===== src/rtl/elevator_pkg.sv =====
// Shared constants for the elevator call panel: floor one-hot codes, door states, default floor count.
package elevator_pkg;

    localparam int NFLR_DEF = 5;

    localparam logic [4:0] FL1 = 5'b00001;
    localparam logic [4:0] FL2 = 5'b00010;
    localparam logic [4:0] FL3 = 5'b00100;
    localparam logic [4:0] FL4 = 5'b01000;
    localparam logic [4:0] FL5 = 5'b10000;

    typedef enum logic [1:0] {
        IDLE  = 2'd0,
        OPEN  = 2'd1,
        CLOSE = 2'd2
    } door_state_e;

endpackage


===== src/rtl/elevator_call_panel_call_latch.sv =====
// Button rising-edge detector and request lamp register; a clear on a bit beats a same-cycle press.
module call_latch
    import elevator_pkg::*;
#(
    parameter int NFLR = NFLR_DEF
) (
    input  logic            clk,
    input  logic            nrst,
    input  logic [NFLR-1:0] btn,
    input  logic [NFLR-1:0] clr,
    output logic [NFLR-1:0] rise,
    output logic [NFLR-1:0] lamp_reg
);

    logic [NFLR-1:0] btn_q;
    logic [NFLR-1:0] lamp_q;
    logic [NFLR-1:0] lamp_d;

    assign rise     = btn & ~btn_q;
    assign lamp_d   = (lamp_q | rise) & ~clr;
    assign lamp_reg = lamp_q;

    // NOTE: sequential state uses non-blocking assignments so every flop samples pre-edge values.
    always_ff @(posedge clk or negedge nrst) begin
        if (!nrst) begin
            btn_q  <= '0;
            lamp_q <= '0;
        end else begin
            btn_q  <= btn;
            lamp_q <= lamp_d;
        end
    end

endmodule


===== src/rtl/elevator_call_panel.sv =====
// Call panel top: request latching, door open/close FSM and lamp mux for the floor FSM.
// Optional served-call counter enabled by defining PANEL_SVC_CNT_EN.
module elevator_call_panel
    import elevator_pkg::*;
#(
    parameter int NFLR  = NFLR_DEF,
    parameter int DWELL = 4
) (
    input  logic            clk,
    input  logic            nrst,
    input  logic [NFLR-1:0] btn,
    input  logic [NFLR-1:0] car_flr,
    output logic [NFLR-1:0] lamp,
    output logic            door_open,
    output logic [15:0]     svc_cnt
);

    localparam int CNT_W = (DWELL > 1) ? $clog2(DWELL) : 1;
    localparam logic [CNT_W-1:0] DWELL_M1 = CNT_W'(DWELL - 1);

    door_state_e     state_q, state_d;
    logic [NFLR-1:0] open_flr_q, open_flr_d;
    logic [CNT_W-1:0] cnt_q, cnt_d;
    logic [NFLR-1:0] car_q;
    logic            door_open_q;
    logic [NFLR-1:0] rise;
    logic [NFLR-1:0] lamp_reg;
    logic [NFLR-1:0] clr;
    logic            valid_flr;
    logic            stopped;
    logic            reopen;

    call_latch #(.NFLR(NFLR)) u_call_latch (
        .clk      (clk),
        .nrst     (nrst),
        .btn      (btn),
        .clr      (clr),
        .rise     (rise),
        .lamp_reg (lamp_reg)
    );

    assign valid_flr = (car_flr != '0) && ((car_flr & (car_flr - 1'b1)) == '0);
    assign stopped   = valid_flr && (car_flr == car_q);
    assign reopen    = |(rise & open_flr_q);

    // NOTE: every signal written here gets a default first, so no path can infer a latch.
    always_comb begin
        state_d    = state_q;
        open_flr_d = open_flr_q;
        cnt_d      = cnt_q;
        clr        = '0;
        case (state_q)
            IDLE: begin
                if (stopped && |(lamp_reg & car_flr)) begin
                    state_d    = OPEN;
                    open_flr_d = car_flr;
                    cnt_d      = DWELL_M1;
                    clr        = car_flr;
                end
            end
            OPEN: begin
                // Presses at the open floor extend the door instead of re-arming the lamp.
                clr = open_flr_q;
                if (reopen)
                    cnt_d = DWELL_M1;
                else if (cnt_q == '0)
                    state_d = CLOSE;
                else
                    cnt_d = cnt_q - 1'b1;
            end
            CLOSE: begin
                clr = open_flr_q;
                if (reopen) begin
                    state_d = OPEN;
                    cnt_d   = DWELL_M1;
                end else begin
                    state_d = IDLE;
                end
            end
            default: state_d = IDLE;
        endcase
    end

    always_ff @(posedge clk or negedge nrst) begin
        if (!nrst) begin
            state_q     <= IDLE;
            open_flr_q  <= '0;
            cnt_q       <= '0;
            car_q       <= '0;
            door_open_q <= 1'b0;
        end else begin
            state_q     <= state_d;
            open_flr_q  <= open_flr_d;
            cnt_q       <= cnt_d;
            car_q       <= car_flr;
            door_open_q <= (state_d == OPEN);
        end
    end

    // While the door is busy only the door floor is requested, which pins the car in place.
    assign lamp      = (state_q == IDLE) ? lamp_reg : open_flr_q;
    assign door_open = door_open_q;

`ifdef PANEL_SVC_CNT_EN
    logic [15:0] svc_cnt_q;
    logic        svc_inc;

    assign svc_inc = (state_q == CLOSE) && (state_d == IDLE);

    always_ff @(posedge clk or negedge nrst) begin
        if (!nrst)
            svc_cnt_q <= '0;
        else if (svc_inc && (svc_cnt_q != 16'hFFFF))
            svc_cnt_q <= svc_cnt_q + 16'd1;
    end

    assign svc_cnt = svc_cnt_q;
`else
    assign svc_cnt = '0;
`endif

endmodule


===== config.mk =====
export PLATFORM = sky130hd
export DESIGN_NAME = elevator_call_panel
export DESIGN_NICKNAME = d
export VERILOG_FILES = /design/src/rtl/elevator_pkg.sv /design/src/rtl/elevator_call_panel_call_latch.sv /design/src/rtl/elevator_call_panel.sv
export SDC_FILE = /design/constraint.sdc
export NUM_CORES = 1
export LEC_CHECK = 0
export ABC_AREA = 1
export CAP_MARGIN = 20
export CORE_MARGIN = 4
export CORE_UTILIZATION = 30
export CTS_CLUSTER_SIZE = 10
export DETAILED_ROUTE_END_ITERATION = 8
export GPL_ROUTABILITY_DRIVEN = 1
export SYNTH_ARGS = -nofsm -noshare
export SYNTH_HDL_FRONTEND = slang
export SYNTH_SLANG_ARGS = --single-unit

===== constraint.sdc =====
create_clock -name clk -period 2.05 [get_ports clk]
set_input_delay 0.41 -clock clk [delete_from_list [all_inputs] [get_ports clk]]
set_output_delay 0.41 -clock clk [all_outputs]
set_load 0.02 [all_outputs]

### Yosys cells after proc, flatten, opt, wreduce, memory -nomap -nowiden

Cells that the tools add are included.

* register bits: 25
* logic and storage cells: 50
* input bits: 12
* output and inout port bits: 22

* equal/unequal tests: 7
* add/sub/neg operators: 2
* reductions and logical operators: 13
* bitwise operators: 8
* multiplexer cells: 13

Operators by type and width (number)
* $and 5x5->5: 5
* $mux 2: 7
* $pmux 2 s3: 2
* $mux 5: 2
* $not 5->5: 2
* $pmux 5 s2: 1
* $reduce_or 5->1: 2
* $eq 5x5->1: 1
* $logic_not 5->1: 1
* $or 5x5->5: 1
* $reduce_bool 5->1: 1
* $sub 5x1->5 const B: 1
* $eq 2x1->1 const B: 2
* $logic_not 2->1: 2
* $ne 2x2->1 const B: 2
* $reduce_and 4->1: 1
* $logic_and 1x1->1: 3
* $ne 3x3->1 const B: 1
* $reduce_bool 3->1: 1
* $eq 2x2->1 const B: 1
* $reduce_and 2->1: 1
* $reduce_or 2->1: 1
* $sub 2x1->2 const B: 1
* $mux 1: 1

### Logic depth before layout (Yosys ltp)

* depth after elaboration: 10
* gate-level depth with buffers: 12
* depth with buffers taken out: 12

### Hierarchy

Synthesis repeated with hierarchy kept, for this count alone.

* cell total of the unflattened synthesis: 206
* area, all modules: 1493.9 µm²

Modules (own cells, without submodules)
* elevator_call_panel: seq. area each 375.4 µm², area an instance 1112.3 µm², times used 1, cells each 171
* call_latch: seq. area each 250.2 µm², area an instance 381.6 µm², times used 1, cells each 35

### Worst setup path before layout

No wires, ideal clock.

* path type: register to output
* start point: reg state_q[0]
* end point: out lamp[0]
* arrival time: 1482 ps
* buffers on the path: 2
* data required time: 1640 ps
* slack: 158 ps
* cell stages (with the launch flop): 6
* cell sequence: dfrtp_1 -> inv_1 -> ha_1 -> buf_2 -> clkbuf_1 -> o21ai_0

* cells in the longest elaborated chain, start to end: 2

RTL lines
* start: declaration: line elevator_call_panel.sv:21 `door_state_e state_q, state_d;`
* start signal: assignment: line elevator_call_panel.sv:92 `state_q <= state_d;`
* $logic_not 2->1: line elevator_call_panel.sv:101 `assign lamp = (state_q == IDLE) ? lamp_reg : open_flr_q;`
* $mux 5: line elevator_call_panel.sv:101
* end: declaration: line elevator_call_panel.sv:13 `output logic [NFLR-1:0] lamp,`

No other way between the ends.

### Final worst setup path

* start point: reg state_q[1]
* end point: out lamp[1]

The elaborated chain is that of the path after synthesis.

==> run summary <==
Syn_area_per_cell - 8.00 sq um
Input/output buffers - 17
Slew Viols, Final - 0
GPL Wtd Cong - 0.810
Initial antenna violation count - 0
Proportion of layout cells with a drive suffix above 1 - 16.7%
Core Region - 4820 sq um
Startpoint Class - flop
Drt total wl - 3100 microns
Cell area after synthesis - 1510 sq um
Clk_lat worst skew - 0.28 ns
Ys Warns - 0
Fmax - 526 MHz
Clk_skew - 0.00690 ns
DR WL/cell - 11.0 microns
Unrepaired setup endpoints after global routing - false
Yosys cell types - 27
Row count - 25
Master of the slowest instance on the critical path - dfrtp_1
Vias in the first global route - 1,175
Initial Util - 31.4%
Gr usage total - 11.0%
Detail Route Antenna Nets - 0
Worst hold path class - input pin to async pin
Share of the synthesized area in the top cell type - 41.4%
Final Hold Fails - 0
Number of synthesized flops with an enable pin - 0
Area contributors post-synth - dfrtp_1, nand2_1, buf_4
Final nets - 234
Final setup fails - 0
Filler cells - 521
DRC - 0
GR Overflow Total - 0
Fin crit period - 1.90 ns
CP Capture Type - output port
Worst vdd ir - 0.533 mV
Post-layout instance area - 1790 sq um
Critical path type - flop to output port
CP max FO - 10
H-tree Lvls - 1
WHS - 0.476 ns
Worst Path Arrival - 1.49 ns
CP Data Required Time - 1.64 ns
Synthesized instance count - 189
Status - finished clean
Largest net degree at the start of global routing - 26
Die area - 6240 sq um
Worst-path cell chain - inv_1 > ha_2 > buf_4 > nand2_1 > o21ai_0 > clkbuf_2
CTS tree - yes
Seq/Total Area, Yosys - 41.4%
Ys flop type - dfrtp_1
Placed instance count - 279
DR iter-0 viols - 57
Total number of vias - 1,194
CTS clock-pin slew for the worst setup and hold paths - 0.10 ns
Placed Area - 1760 sq um
Synth Register Bits - 25
Lkg Pwr - 0.969 nW
Tcrit/Tclk final - 92.7%
N_diodes - 0
PwrDens - 1200 nW/um^2
Synth-to-layout area growth - 18.5%
HPWL Detailed - 2360 microns
Post-layout power - 2.15 mW
Post-synth top cells - nand2_1, inv_1, dfrtp_1
Asr flop ratio synth - 100%
IO Count - 34
Most numerous cell in the Yosys netlist - nand2_1
Post-synth top area cell - dfrtp_1
TritonCTS buffer count - 3
First-pass GRT wire length - 5370 microns
CTS max path bufs - 2
Root Buffer - clkbuf_8
Post-CTS Setup Inserts - 0
Die H - 79.0 microns
Vias per cell - 4.22
Drt pass-1 iters - 4
Die width - 79.0 microns
Final std cells w/o fill - 283
Sink Count - 25
Largest stage delay, worst path - 0.39 ns
Total of max-cap violations - 0
power breakdown:
part | internal [mW] | switching [mW]
registers | 0.646 | 0.104
logic | 0.423 | 0.655
clock network | 0.138 | 0.178
total | 1.21 | 0.938
per-layer routing:
| layer | GRT usage, % | vias to the layer above | routed length, microns |
|---|---|---|---|
| met5 | 0 | - | 0 |
| met4 | 4.64 | 0 | 54 |
| met2 | 17.1 | 27 | 1430 |
| met3 | 2.27 | 5 | 168 |
| met1 | 14.7 | 548 | 1450 |
| li1 | - | 614 | - |
stage by stage:
step,TNS [ns],utilization [%],worst slack (ns)
finish,0,37.2,0.149
global route,0,37.2,0.0315
CTS,-0.0191,37.5,-0.0191
detailed placement,-0.00681,36.5,-0.00681
global placement,0,36.5,0.0105
floorplan,0,-,0.158
path summary, 6_finish.rpt:
path | cells after the start | endpoint | from | slack [ns]
max | 6 | lamp[1] | state_q[1] | 0.15
max in group asynchronous | 2 | u_call_latch.lamp_reg[3] | nrst | 1.31
min in group clk | 2 | cnt_q[1] | cnt_q[1] | 0.49
min reg2reg | 2 | cnt_q[1] | cnt_q[1] | 0.49
min | 2 | open_flr_q[1] | nrst | 0.48
max reg2reg | 8 | door_open | open_flr_q[2] | 0.61
what timing repair did:
item,4_1_cts,5_1_grt
endpoints found under the setup margin,5,4
pin swaps,0,0
resized for setup,8,10
hold buffers,0,0
cells in the final DEF, fill, tap and decap left out, types with 2 or more instances in the layout:
| cell type | count |
|---|---|
| nand2_1 | 53 |
| inv_1 | 26 |
| dfrtp_1 | 25 |
| conb_1 | 16 |
| clkdlybuf4s50_1 | 12 |
| a21oi_1 | 10 |
| buf_4 | 9 |
| nor2_1 | 7 |
| nand3_1 | 7 |
| o21ai_1 | 6 |
| nand4_1 | 5 |
| o21ai_0 | 5 |
| ha_1 | 4 |
| clkbuf_2 | 4 |
| inv_2 | 3 |
| nand2_4 | 3 |
| clkbuf_8 | 3 |
| nand2_2 | 2 |
| nor2_8 | 2 |
| nor2_2 | 2 |
| o21ai_2 | 2 |
cell families after synthesis:
kind of cell | Yosys count | synth area share [%]
AOI/OAI and AO/OA | 25 | 9.19
adders and majority gates | 5 | 4.14
buffers and inverters | 47 | 15.7
DFF | 25 | 41.4
other | 1 | 0.248
and+or+nand+nor | 86 | 29.3
critical path, delay by kind of cell, from the launching register on:
family | cells | cell delay (ns)
buffers and inverters | 3 | 0.46
and+or+nand+nor | 1 | 0.06
AOI/OAI and AO/OA | 1 | 0.08
adders and majority gates | 1 | 0.22
DFF | 1 | 0.39
layout make-up:
type	count	area, sq um	share of cell area [%]
Multi-Input combinational cell	132	707	39.5
Sequential cell	25	626	34.9
Timing Repair Buffer	26	216	12.1
Inverter	29	109	6.08
Tap cell	67	83.8	4.68
Clock buffer	3	41.3	2.31
Clock inverter	1	7.51	0.419
Power figures use the tool's default switching activity.
